## src/rtl/mux8_rr_arbiter.sv

```systemverilog
// Round-robin arbiter for one shared 8:1 single-bit mux: registered one-hot grant plus select.
// Optional per-owner hold limit with preemption when built with MUX8_MAX_HOLD_EN defined.
module mux8_rr_arbiter #(
    parameter int unsigned RESET_PTR = 0
`ifdef MUX8_MAX_HOLD_EN
    ,
    parameter int unsigned MAX_HOLD = 16
`endif
) (
    input  logic       clk,
    input  logic       rst_n,
    input  logic       en,
    input  logic [7:0] req,
    output logic [7:0] gnt,
    output logic [2:0] sel,
    output logic       gnt_valid
`ifdef MUX8_MAX_HOLD_EN
    ,
    output logic       preempt
`endif
);

    localparam logic StIdle  = 1'b0;
    localparam logic StOwned = 1'b1;

    logic       state_q, state_d;
    logic [2:0] ptr_q, ptr_d;
    logic [7:0] gnt_q, gnt_d;
    logic [2:0] sel_q, sel_d;
    logic       new_grant;
    logic       release_own;
    logic       force_rel;
    logic [2:0] rel_ptr;
    logic [3:0] pick_idle;
    logic [3:0] pick_next;

    // Returns {found, index} of the first set bit scanning start, start+1, ... mod 8.
    function automatic logic [3:0] rr_pick(input logic [7:0] vec, input logic [2:0] start);
        logic [2:0] idx;
        rr_pick = '0;
        for (int i = 7; i >= 0; i--) begin
            idx = start + 3'(i);
            if (vec[idx]) rr_pick = {1'b1, idx};
        end
    endfunction

    assign rel_ptr     = sel_q + 3'd1;
    assign pick_idle   = rr_pick(req, ptr_q);
    assign pick_next   = rr_pick(req & ~gnt_q, rel_ptr);
    assign release_own = ~req[sel_q];

`ifdef MUX8_MAX_HOLD_EN
    logic [7:0] hold_q, hold_d;
    logic       preempt_q;

    // Forced release only when someone else is waiting and new grants are allowed.
    assign force_rel = en && (hold_q == 8'(MAX_HOLD - 1)) && (|(req & ~gnt_q));

    always_comb begin
        hold_d = hold_q;
        if (new_grant) begin
            hold_d = '0;
        end else if (state_q == StOwned && hold_q != 8'(MAX_HOLD - 1)) begin
            hold_d = hold_q + 8'd1;
        end
    end

    always_ff @(posedge clk or negedge rst_n) begin
        if (!rst_n) begin
            hold_q    <= '0;
            preempt_q <= 1'b0;
        end else begin
            hold_q    <= hold_d;
            preempt_q <= (state_q == StOwned) && !release_own && force_rel;
        end
    end

    assign preempt = preempt_q;
`else
    assign force_rel = 1'b0;
`endif

    always_comb begin
        state_d   = state_q;
        ptr_d     = ptr_q;
        gnt_d     = gnt_q;
        sel_d     = sel_q;
        new_grant = 1'b0;
        case (state_q)
            StIdle: begin
                if (en && pick_idle[3]) begin
                    gnt_d     = 8'd1 << pick_idle[2:0];
                    sel_d     = pick_idle[2:0];
                    state_d   = StOwned;
                    new_grant = 1'b1;
                end
            end
            default: begin
                if (release_own || force_rel) begin
                    ptr_d = rel_ptr;
                    if (en && pick_next[3]) begin
                        gnt_d     = 8'd1 << pick_next[2:0];
                        sel_d     = pick_next[2:0];
                        new_grant = 1'b1;
                    end else begin
                        // sel keeps the last owner so the mux input stays put while idle
                        gnt_d   = '0;
                        state_d = StIdle;
                    end
                end
            end
        endcase
    end

    always_ff @(posedge clk or negedge rst_n) begin
        if (!rst_n) begin
            state_q <= StIdle;
            ptr_q   <= 3'(RESET_PTR);
            gnt_q   <= '0;
            sel_q   <= '0;
        end else begin
            state_q <= state_d;
            ptr_q   <= ptr_d;
            gnt_q   <= gnt_d;
            sel_q   <= sel_d;
        end
    end

    assign gnt       = gnt_q;
    assign sel       = sel_q;
    assign gnt_valid = |gnt_q;

endmodule

```

## config.mk

```make
export PLATFORM = sky130hd
export DESIGN_NAME = mux8_rr_arbiter
export DESIGN_NICKNAME = d
export VERILOG_FILES = /design/src/rtl/mux8_rr_arbiter.sv
export SDC_FILE = /design/constraint.sdc
export NUM_CORES = 1
export LEC_CHECK = 0
export ABC_AREA = 0
export CAP_MARGIN = 20
export CORE_MARGIN = 4
export CORE_UTILIZATION = 40
export CTS_BUF_LIST = sky130_fd_sc_hd__clkbuf_8
export CTS_CLUSTER_SIZE = 24
export DETAILED_ROUTE_END_ITERATION = 16
export DONT_BUFFER_PORTS = 1
export PLACE_DENSITY_LB_ADDON = 0.15
export SYNTH_ARGS = -nofsm -noshare
export SYNTH_HDL_FRONTEND = slang
export SYNTH_SLANG_ARGS = --single-unit
```

## constraint.sdc

```tcl
create_clock -name clk -period 3.7 [get_ports clk]
set_clock_uncertainty 0.1 [all_clocks]
set_input_delay 0.74 -clock clk [delete_from_list [all_inputs] [get_ports clk]]
set_output_delay 0.74 -clock clk [all_outputs]
set_load 0.005 [all_outputs]
```

==> results of run 1 <==
how the worst max path moves through the flow:
stage,startpoint,end,depth (start not counted)
3_5_place_dp,req[3],gnt[3],8
5_1_grt,sel[0],gnt[0],11
4_1_cts,sel[0],gnt[3],9
2_1_floorplan,ptr_q[1],sel[1],14
3_3_place_gp,req[3],gnt[3],8
6_report,sel[0],gnt[0],11
logic make-up after synthesis:
kind of cell / synth area share [%]
AND/OR/NAND/NOR: 22.97
AO/OA/AOI/OAI: 27.83
multiplexers: 24.89
buffers and inverters: 7.034
flip-flops: 13.36
XOR/XNOR: 2.137
adder cells (fa/ha/maj): 1.781
cell usage after synthesis (7+ instances only):
library cell  count  share of area [%]
a211oi_1          7                1.9
a21oi_1          16                2.8
clkbuf_1          7               0.94
dfrtp_1          15                 13
inv_1            15                2.0
mux2_2            9                3.6
mux2i_1          11                3.9
mux4_2           14                 11
nand2_1          19                2.5
nand2b_1         10                2.2
nand3b_1          8                2.1
nor2_1           16                2.1
nor2b_1          14                3.1
o21ai_0          16                2.8
state kept, by name, indices dropped and copies added, names as in the netlist:
| register | count |
|---|---|
| state_q | 1 |
| gnt | 8 |
| sel | 3 |
| ptr_q | 3 |
final cells by class:
cell class / count / area share, %
clock inverters: 1 / 0.1666
well taps: 96 / 3.998
flip-flops and latches: 15 / 12.49
clock buffers: 3 / 1.374
inverters: 16 / 1.999
multi-input cells: 264 / 74.72
repair buffers: 21 / 5.248
layer usage:
metal	GRT usage (%)	up-vias	share of wire, %
li1	-	1262	-
met1	27.57	1378	42
met2	31.47	148	47
met3	3.527	20	8.4
met4	7.178	0	2.4
met5	0	-	0
stage by stage:
step,setup slack (ns),instances,hold WS [ns]
final,0.1877,416,0.07995
after global routing,0.006321,416,0.06758
after CTS,0.1972,415,0.07792
after detailed placement,0.09774,411,0.3450
after global placement,0.1602,411,0.3450
after floorplan,0.07600,317,0.3444
==> reports/summary.txt, run 1 <==
Tcrit/Tclk final -> 94.93%
Placed inst area -> 2943 um2
Root Driver -> clkbuf_8
Routed len/inst -> 20.43 um
Number of synthesized flops with an enable pin -> 0
Critical path arrival -> 3.60 ns
Critical path type -> reg -> reg
Core ar. -> 6794 um2
Post-Syn Instances -> 317
CTS Buf Count -> 3
Sequential fraction of the synthesis area -> 13.36%
Seq. cell area -> 375.4 um2
Global-route wire length before repair -> 13.81 mm
Multi-input logic area -> 2245 um2
Number of I/O port buffers -> 0
Post-CTS Setup Repair Bufs -> 0
Crit-path cells -> buf_4 -> ha_1 -> xnor2_1 -> buf_4 -> mux4_2 -> and3_1 -> a21oi_1 -> o221ai_1 -> a211o_1 -> nor3_1 -> a221o_2
Starting Density -> 41.36%
Reg-to-reg endpoint -> gnt[0]
Tightest Pin Transition -> 0.7092 ns
CTS HTree Levels -> 1
Syn nets -> 332
Max incr delay on CP -> 0.41 ns
Final Setup Violations -> 0
Synthesized area -> 2810 um2
Worst-Skew Late Latency -> 0.25 ns
TritonCTS Sinks -> 15
CTS tree -> done
Commonest cells after routing, fill and taps aside -> buf_4, nand2_1, nor2_1, o21ai_0, a21oi_1
Commonest non-fill, non-tap cell in the layout -> buf_4
Final Hold Viols -> 0
CP delay by family, top -> compound AO/OA/AOI/OAI gates
Max Cap Viol -> 0
Hold Crit Class -> in -> async
Final net count -> 336
Primary flip-flop cell chosen by synthesis mapping -> dfrtp_1
CP bufs+invs -> 2
Worst R2R Start -> sel[0]
Status -> completed
Top cell by count, worst path -> buf_4
Vias per cell -> 6.750
Asr flop ratio synth -> 100.0%
Average cell area after synthesis -> 8.865 um2
Placer Congestion -> 0.8922
# DRC -> 0
Initial DRC count -> 205
CP max-delay cell -> a211o_1
Post-route cell area -> 3004 um2
Post-DP HPWL -> 6.593 mm
Area Growth Syn to Fin -> 6.901%
Worst reg-to-reg setup slack -> 0.19 ns
Initial antenna violation count -> 0
Row count -> 30
Register bit total from synthesis -> 15
Cell variety after synth -> 73
IO Pins -> 23
Die area -> 8431 um2
Routed WL -> 8.497 mm
Reg clk slew, reported paths -> 0.06 ns
Clock buffer depth -> 2
Antenna fix cells -> 0
Global route overflow -> 0
Synthesis Warnings -> 0
Fmax achieved -> 0.2847 GHz
Crit path time final -> 3.512 ns
Fillers -> 655
Worst reg2reg path depth -> 11
Maximum fanout along the worst path -> 30
Count of final max-slew check failures -> 0
Tot GR Track Use -> 20.02%
End-of-flow core utilization -> 44.22%
Largest net degree at the start of global routing -> 31
Worst setup SP type -> register
Post-DRT Antenna Nets -> 0
Vias in the first global route -> 2607
Vias -> 2808
Critical path capture point type -> register
Layout cells sized above 1 -> 22.81%
Unrepaired setup endpoints after global routing -> false
Setup_tns -> 0 ns
Cts hold-fix bufs -> 0
CTS resizes -> 0
Worst Path Required -> 3.79 ns
Die Width -> 91.82 um
DRT Pass-1 Iters -> 5
Die H -> 91.82 um
Worst slew margin -> 52.72%
Power of run 1 is left out: the tool's default activity adds up to more than one toggle a clock period on the data nets, which glitch-free logic cannot reach.
==> inputs of run 2 (changes only) <==
--- a/config.mk
+++ b/config.mk
@@ -6,7 +6,6 @@
 export NUM_CORES = 1
 export LEC_CHECK = 0
 export ABC_AREA = 0
-export CAP_MARGIN = 20
 export CORE_MARGIN = 4
 export CORE_UTILIZATION = 40
 export CTS_BUF_LIST = sky130_fd_sc_hd__clkbuf_8
==> reports/summary.txt, run 2 (synthesized netlist as in run 1, its figures left out) <==
Status -> completed
Clock buffer depth -> 2 (unchanged)
Initial DRC count -> 258 (+26%)
CTS Buf Count -> 3 (unchanged)
DRT Pass-1 Iters -> 5 (unchanged)
Post-CTS Setup Repair Bufs -> 0 (unchanged)
Tot GR Track Use -> 20.02% (unchanged)
TritonCTS Sinks -> 15 (unchanged)
Critical path type -> reg -> reg
CTS tree -> done
Post-DP HPWL -> 6.593 mm (unchanged)
Final Setup Violations -> 0 (unchanged)
Critical path arrival -> 3.62 ns (+0.02 ns)
Routed len/inst -> 20.66 um (+1.1%)
Unrepaired setup endpoints after global routing -> false
Worst setup SP type -> register
Die H -> 91.82 um (unchanged)
Die area -> 8431 um2 (unchanged)
Reg clk slew, reported paths -> 0.06 ns (about the same)
Worst-Skew Late Latency -> 0.25 ns (about the same)
Die Width -> 91.82 um (unchanged)
Initial antenna violation count -> 0 (unchanged)
Routed WL -> 8.574 mm (+0.91%)
Global-route wire length before repair -> 13.81 mm (unchanged)
Hold WS -> 0.08120 ns (+0.001255 ns)
Number of I/O port buffers -> 0 (unchanged)
Crit path time final -> 3.532 ns (+0.02008 ns)
Fmax achieved -> 0.2831 GHz (-0.57%)
Final Hold Viols -> 0 (unchanged)
Row count -> 30 (unchanged)
Non-Filler Instances -> 415 (-0.24%)
Root Driver -> clkbuf_8
Post-route cell area -> 3004 um2 (unchanged)
CTS resizes -> 0 (unchanged)
Post-DRT Antenna Nets -> 0 (unchanged)
Setup_tns -> 0 ns (unchanged)
Placer Congestion -> 0.8922 (unchanged)
Antenna fix cells -> 0 (unchanged)
Commonest cells after routing, fill and taps aside -> buf_4, nand2_1, nor2_1, a21oi_1
Tcrit/Tclk final -> 95.47% (+0.54 points)
IO Pins -> 23 (unchanged)
Commonest non-fill, non-tap cell in the layout -> buf_4
Placed inst area -> 2943 um2 (unchanged)
Worst Path Required -> 3.79 ns (about the same)
Hold Crit Class -> in -> async
Core ar. -> 6794 um2 (unchanged)
Maximum fanout along the worst path -> 30 (unchanged)
Largest net degree at the start of global routing -> 31 (unchanged)
Critical path capture point type -> register
Largest register FFs -> 8 (unchanged)
Area Growth Syn to Fin -> 6.901% (unchanged)
Vias -> 2803 (-0.18%)
Placed cells -> 411 (unchanged)
Tightest Pin Transition -> 0.7034 ns (-0.005755 ns)
CTS HTree Levels -> 1 (unchanged)
Vias in the first global route -> 2607 (unchanged)
Global route overflow -> 0 (unchanged)
# DRC -> 0 (unchanged)
Vias per cell -> 6.754 (about the same)
Max Cap Viol -> 0 (unchanged)
Final net count -> 335 (-0.30%)
Cts hold-fix bufs -> 0 (unchanged)
Worst slew margin -> 52.93% (+0.21 points)
Starting Density -> 41.36% (unchanged)
Fillers -> 653 (-0.31%)
Layout cells sized above 1 -> 22.88% (+0.072 points)
Count of final max-slew check failures -> 0 (unchanged)
## run 2: cell types whose count changed in the layout (fill, tap and decap cells not counted)
cell and change:
o32ai_1 -1, o32ai_2 +1, o21ai_0 -1, clkbuf_4 -1, o21ai_1 +1
## run 2: cell type report
type                    instances  area [um2]  share of cell area (%)
clock inverters                 1       5.005                  0.1666
well taps                      96       120.1                   3.998
repair buffers                 20       150.1                   4.998
multi-input cells             264        2252                   74.97
clock buffers                   3       41.29                   1.374
inverters                      16       60.06                   1.999
flip-flops and latches         15       375.4                   12.49
## run 2: final timing paths
| path | startpoint | end | slack (ns) | cells past startpoint |
|---|---|---|---|---|
| min in group clk | ptr_q[0] | ptr_q[0] | 0.50 | 2 |
| max in group asynchronous | rst_n | gnt[1] | 3.34 | 0 |
| min | rst_n | gnt[7] | 0.08 | 0 |
| max | sel[0] | gnt[0] | 0.17 | 11 |
| max reg2reg | sel[0] | gnt[0] | 0.17 | 11 |
| min reg2reg | ptr_q[0] | ptr_q[0] | 0.50 | 2 |
## run 2: routing by layer
metal  track usage (%)  vias up  wire length, um
met5                 0        -                0
met4             7.178        0              265
met3             3.527       28              598
met2             31.47      128             3962
met1             27.57     1388             3747
li1                  -     1259                -
## run 2: worst max-delay path, stage by stage, from the launching register on
cell and delay [ns]:
dfrtp_1 0.37, buf_4 0.25, ha_1 0.32, xnor2_1 0.31
buf_4 0.22, mux4_2 0.35, and3_1 0.20, a21oi_1 0.31
o221ai_1 0.24, a211o_1 0.41, nor3_1 0.23, a221o_2 0.14
## run 2: per-stage QoR
step | util (%) | setup slack, ns
after CTS | 44.00 | 0.1972
after global routing | 44.22 | 0.006577
after global placement | 43.31 | 0.1602
after detailed placement | 43.31 | 0.09774
final | 44.22 | 0.1676
after floorplan | - | 0.07600
Power of run 2 is left out for the same reason.
==> inputs of run 3 (changes only) <==
--- a/config.mk
+++ b/config.mk
@@ -5,13 +5,14 @@
 export SDC_FILE = /design/constraint.sdc
 export NUM_CORES = 1
 export LEC_CHECK = 0
-export ABC_AREA = 0
+export ABC_AREA = 1
 export CORE_MARGIN = 4
 export CORE_UTILIZATION = 40
 export CTS_BUF_LIST = sky130_fd_sc_hd__clkbuf_8
 export CTS_CLUSTER_SIZE = 24
 export DETAILED_ROUTE_END_ITERATION = 16
 export DONT_BUFFER_PORTS = 1
+export MAX_ROUTING_LAYER = met4
 export PLACE_DENSITY_LB_ADDON = 0.15
 export SYNTH_ARGS = -nofsm -noshare
 export SYNTH_HDL_FRONTEND = slang
==> reports/summary.txt, run 3 <==
Status -> completed
Fillers -> 625 (-4.3%)
Die area -> 7292 um2 (-14%)
Commonest cells after routing, fill and taps aside -> nand2_1, nand3_1, inv_1
Syn nets -> 421 (+27%)
Post-DRT Antenna Nets -> 0 (unchanged)
Leading area contributor after synthesis -> nand2_1
Max Cap Viol -> 0 (unchanged)
Area Growth Syn to Fin -> 1.410%
Row count -> 27 (-10%)
Critical path capture point type -> register
Layout cells sized above 1 -> 16.79% (-6.1 points)
Final Hold Viols -> 0 (unchanged)
Primary flip-flop cell chosen by synthesis mapping -> dfrtp_1
Vias in the first global route -> 2485 (-4.7%)
Worst reg-to-reg setup slack -> 0.64 ns (+0.47 ns)
Unrepaired setup endpoints after global routing -> false
Fmax achieved -> 0.3270 GHz (+16%)
Final Setup Violations -> 0 (unchanged)
Post-DP HPWL -> 5.763 mm (-13%)
CP bufs+invs -> 3 (+1)
Seq. cell area -> 375.4 um2 (unchanged)
Share of the synthesized area in the top cell type -> 19.74% (+6.4 points)
# DRC -> 0 (unchanged)
Clock buffer depth -> 2 (unchanged)
End-of-flow core utilization -> 43.07% (-1.1 points)
Synthesized area -> 2396 um2 (-15%)
CTS tree -> done
IO Pins -> 23 (unchanged)
Post-synth top cells -> nand2_1, nand3_1, inv_1, nor2_1
Worst reg2reg path depth -> 14 (+3)
Count leader, synth -> nand2_1
Mux cell area share after synthesis -> 0% (-25 points)
Post-synthesis simple-gate area fraction -> 59.69% (+37 points)
CTS Buf Count -> 3 (unchanged)
Crit-path cells -> inv_4 -> ha_1 -> inv_2 -> nand2_1 -> nand2_1 -> nand3_1 -> nand3_1 -> nand2_1 -> inv_1 -> nand4_1 -> nor2_1 -> nor2_4 -> o21ai_2 -> o21ai_0
Worst-Skew Late Latency -> 0.25 ns (about the same)
Final net count -> 415 (+24%)
Largest net degree at the start of global routing -> 19 (-39%)
Multi-input logic area -> 1734 um2 (-23%)
Global route overflow -> 0 (unchanged)
CTS resizes -> 0 (unchanged)
Tightest Pin Transition -> 0.4882 ns (-0.2152 ns)
Top cell by count, worst path -> nand2_1
Reg clk slew, reported paths -> 0.07 ns (about the same)
Worst setup SP type -> register
Setup_tns -> 0 ns (unchanged)
CP delay by family, top -> simple AND/OR/NAND/NOR gates
Largest register FFs -> 8 (unchanged)
Critical path type -> reg -> reg
Asr flop ratio synth -> 100.0% (unchanged)
Reg-to-reg endpoint -> sel[2]
Cell variety after synth -> 33 (-55%)
CTS HTree Levels -> 1 (unchanged)
Worst R2R Start -> sel[0]
Root Driver -> clkbuf_8
Tot GR Track Use -> 20.87% (+0.84 points)
Adder-cell share of the synthesized area -> 2.089% (+0.31 points)
Largest family of logic cells by synthesized area -> simple AND/OR/NAND/NOR gates
Max incr delay on CP -> 0.42 ns (about the same)
Number of I/O port buffers -> 0 (unchanged)
CP max-delay cell -> ha_1
Routed len/inst -> 15.10 um (-27%)
Placer Congestion -> 0.9226 (+3.4%)
Synthesis Warnings -> 0 (unchanged)
TritonCTS Sinks -> 15 (unchanged)
Number of synthesized flops with an enable pin -> 0 (unchanged)
Worst slew margin -> 67.45% (+15 points)
Worst Path Required -> 3.72 ns (-0.07 ns)
Maximum fanout along the worst path -> 17 (-43%)
Commonest non-fill, non-tap cell in the layout -> nand2_1
Average cell area after synthesis -> 5.902 um2 (-33%)
Count of final max-slew check failures -> 0 (unchanged)
Die Width -> 85.40 um (-7.0%)
Post-Syn Instances -> 406 (+28%)
Tcrit/Tclk final -> 82.65% (-13 points)
Antenna fix cells -> 0 (unchanged)
Synth top area cells -> nand2_1, nand3_1, dfrtp_1
Vias -> 2619 (-6.6%)
Initial antenna violation count -> 0 (unchanged)
Complex-gate fraction of the synthesized area -> 9.504% (-18 points)
Die H -> 85.40 um (-7.0%)
Critical path arrival -> 3.08 ns (-0.54 ns)
Synth Area in XOR/XNOR -> 1.097% (-1.0 points)
Post-CTS Setup Repair Bufs -> 0 (unchanged)
Sequential fraction of the synthesis area -> 15.67% (+2.3 points)
Initial DRC count -> 189 (-27%)
Starting Density -> 42.47% (+1.1 points)
Core ar. -> 5642 um2 (-17%)
Vias per cell -> 5.561 (-18%)
Routed WL -> 7.112 mm (-17%)
Hold Crit Class -> in -> async
Register bit total from synthesis -> 15 (unchanged)
Crit path time final -> 3.058 ns (-0.4744 ns)
Global-route wire length before repair -> 12.03 mm (-13%)
Cts hold-fix bufs -> 0 (unchanged)
DRT Pass-1 Iters -> 5 (unchanged)
-- run 3: through the flow --
step                instances  hold WS [ns]  setup slack [ns]  cell area [um2]
finish                    471       0.07515            0.6421             2430
global route              471       0.05535            0.2503             2430
CTS                       471       0.06497            0.6488             2430
detailed placement        467        0.3451            0.6511             2381
global placement          467        0.3452            0.6562             2381
floorplan                 406        0.3444             1.162             2396
-- run 3: worst max-delay path by stage --
stage	start	slack, ns	cells past startpoint	end
6_report	sel[0]	0.64	14	sel[2]
5_1_grt	sel[0]	0.25	15	sel[2]
4_1_cts	sel[0]	0.65	14	sel[2]
3_5_place_dp	sel[0]	0.65	14	sel[2]
3_3_place_gp	ptr_q[1]	0.66	12	sel[2]
2_1_floorplan	sel[0]	1.16	20	gnt[2]
-- run 3: layout make-up --
| class | count | area share, % |
|---|---|---|
| clock inverters | 1 | 0.3090 |
| well taps | 72 | 3.708 |
| repair buffers | 1 | 0.3090 |
| clock buffers | 3 | 1.699 |
| flip-flops and latches | 15 | 15.45 |
| inverters | 45 | 7.158 |
| multi-input cells | 334 | 71.37 |
-- run 3: worst reg2reg max path: cells and delay by family (launching register included) --
kind / cells / cell delay (ns)
compound gates: 2 / 0.41
simple gates: 8 / 1.09
fa+ha+maj: 1 / 0.43
buf+inv: 3 / 0.50
flops: 1 / 0.41
-- run 3: cell families (layout without fill, tap and decap cells) --
kind of cell	count (synthesis)	after routing
compound gates	38	38
xor+xnor	3	3
fa+ha+maj	4	4
buf+inv	57	50
flops	15	15
simple gates	289	289
-- run 3: routing by layer --
metal / track usage, % / up-vias / wire length [um]
met2: 31.43 / 101 / 3022
met4: 4.173 / 0 / 87
met3: 4.563 / 8 / 505
met1: 28.65 / 1188 / 3497
met5: - / - / 0
li1: - / 1322 / -
Power of run 3 is left out for the same reason.
==> RTL edit (config.mk and constraints of run 3) <==
Add a define of `MUX8_MAX_HOLD_EN`.
--- a/src/rtl/mux8_rr_arbiter.sv
+++ b/src/rtl/mux8_rr_arbiter.sv
@@ -2,2 +2,4 @@
 // Optional per-owner hold limit with preemption when built with MUX8_MAX_HOLD_EN defined.
+`define MUX8_MAX_HOLD_EN
+
 module mux8_rr_arbiter #(
Formal check against the unedited RTL (old outputs only; new: preempt): same outputs for any inputs over 10 cycles, from zero or initial values and one cycle with rst_n low; that may be too few to reach the edited logic, so the function may still have changed.
==> RTL edit against run 3 <==
  * Final area is 25% higher
  * First-iteration DRC count is 12% lower
  * Count of clock-buffer cells in the layout is 1 higher
  * Wire length is 14% higher
  * Worst setup slack worse by 0.023 ns
  * Area after synthesis is 22% higher
  * Sequential cell count is 9 higher
  * Critical path type unchanged
  * Maximum frequency is 0.74% lower
Power is left out: the tool's default activity adds up to more than one toggle a clock period on the data nets, which glitch-free logic cannot reach.
==> RTL edit: results (changes against run 3) <==
synthAdderAreaFrac_pct: 2.15  # +0.060 points
worstPathArrival_ns: 3.20  # +0.12 ns
portBuffers: 0  # unchanged
grt_max_degree: 25  # +6
synth_area_leaders: "nand2_1 (21%), dfrtp_1 (21%), nand3_1 (14%)"
cpPeakStageDelay_ns: 0.61  # +0.19 ns
crit_slowest_cell: "dfrtp_1"
synth_xor_area_share_pct: 2.97  # +1.9 points
drive_gt1_share_pct: 16.0  # -0.75 points
fin_nets: 497  # +20%
reg2reg_depth: 11  # -3
synth.distinct_cells: 35  # +6.1%
pre_cts_ws_ns: 0.658  # +0.00654 ns
period_minus_slack_ns: 3.08  # +0.0227 ns
clk_pin_slew_worst_paths_ns: 0.09  # +0.02 ns
vias: 3089  # +18%
synth_common_cells: "nand2_1 (163), nand3_1 (83), inv_1 (45), nor2_1 (32), dfrtp_1 (24)"
clock_latency_ns: 0.27  # +0.02 ns
crit_fanout: 13  # -4
synth_compound_area_share_pct: 10.8  # +1.3 points
gp_congestion: 0.907  # -1.7%
outcome: "finished, final reports clean"
grt_pass1_wl_mm: 13.9  # +15%
drt_iter0_markers: 166  # -12%
first_pass_iters: 4  # -1
dp_hpwl_mm: 6.64  # +15%
routed_wl_mm: 8.14  # +14%
yosysSeqAreaShare_pct: 20.6  # +5.0 points
tightest_slew_ns: 0.438  # -0.0500 ns
grtUsageTotal_pct: 20.0  # -0.85 points
==> RTL edit: final cells by class <==
| type | instances | share of cell area [%] |
|---|---|---|
| Clock buffer | 4 | 1.82 |
| Inverter | 63 | 7.89 |
| Multi-Input combinational cell | 386 | 65.7 |
| Sequential cell | 24 | 19.8 |
| Tap cell | 96 | 3.97 |
| Timing Repair Buffer | 3 | 0.744 |
==> RTL edit: metrics by stage <==
stage,std cells,cell area (um^2),hold slack (ns)
final,576,3030,0.0480
after global routing,576,3030,0.0246
after CTS,576,3030,0.0393
after detailed placement,572,2970,0.345
after global placement,572,2970,0.345
after floorplan,482,2910,0.344
==> RTL edit: kinds of logic (layout without fill, tap and decap cells) <==
| kind of cell | Yosys count | after routing |
|---|---|---|
| adders and majority gates | 5 | 5 |
| AOI/OAI and AO/OA | 46 | 46 |
| buffers and inverters | 72 | 70 |
| xor gates and xnor gates | 9 | 9 |
| DFF | 24 | 24 |
| and+or+nand+nor | 326 | 326 |
==> RTL edit: worst paths after layout <==
check,start,endpoint
hold reg to reg,hold_q[7],hold_q[7]
setup reg to reg,ptr_q[0],gnt[7]
hold / removal,rst_n,gnt[7]
max in group asynchronous,rst_n,ptr_q[0]
min in group clk,hold_q[7],hold_q[7]
setup / recovery,ptr_q[0],gnt[7]
==> RTL edit: worst max-delay path, delay by kind of cell (launching register included) <==
kind / cells / cell delay, ns
simple gates: 6 / 0.95
flops: 1 / 0.61
buf+inv: 3 / 0.56
fa+ha+maj: 1 / 0.41
compound gates: 1 / 0.38
==> RTL edit: per-layer routing <==
metal | vias to the layer above | GRT usage [%] | share of wire, %
met4 | 0 | 5.13 | 1.8
met5 | - | - | 0
met3 | 19 | 3.38 | 7.2
li1 | 1566 | - | -
met1 | 1397 | 28.1 | 48
met2 | 107 | 29.8 | 43
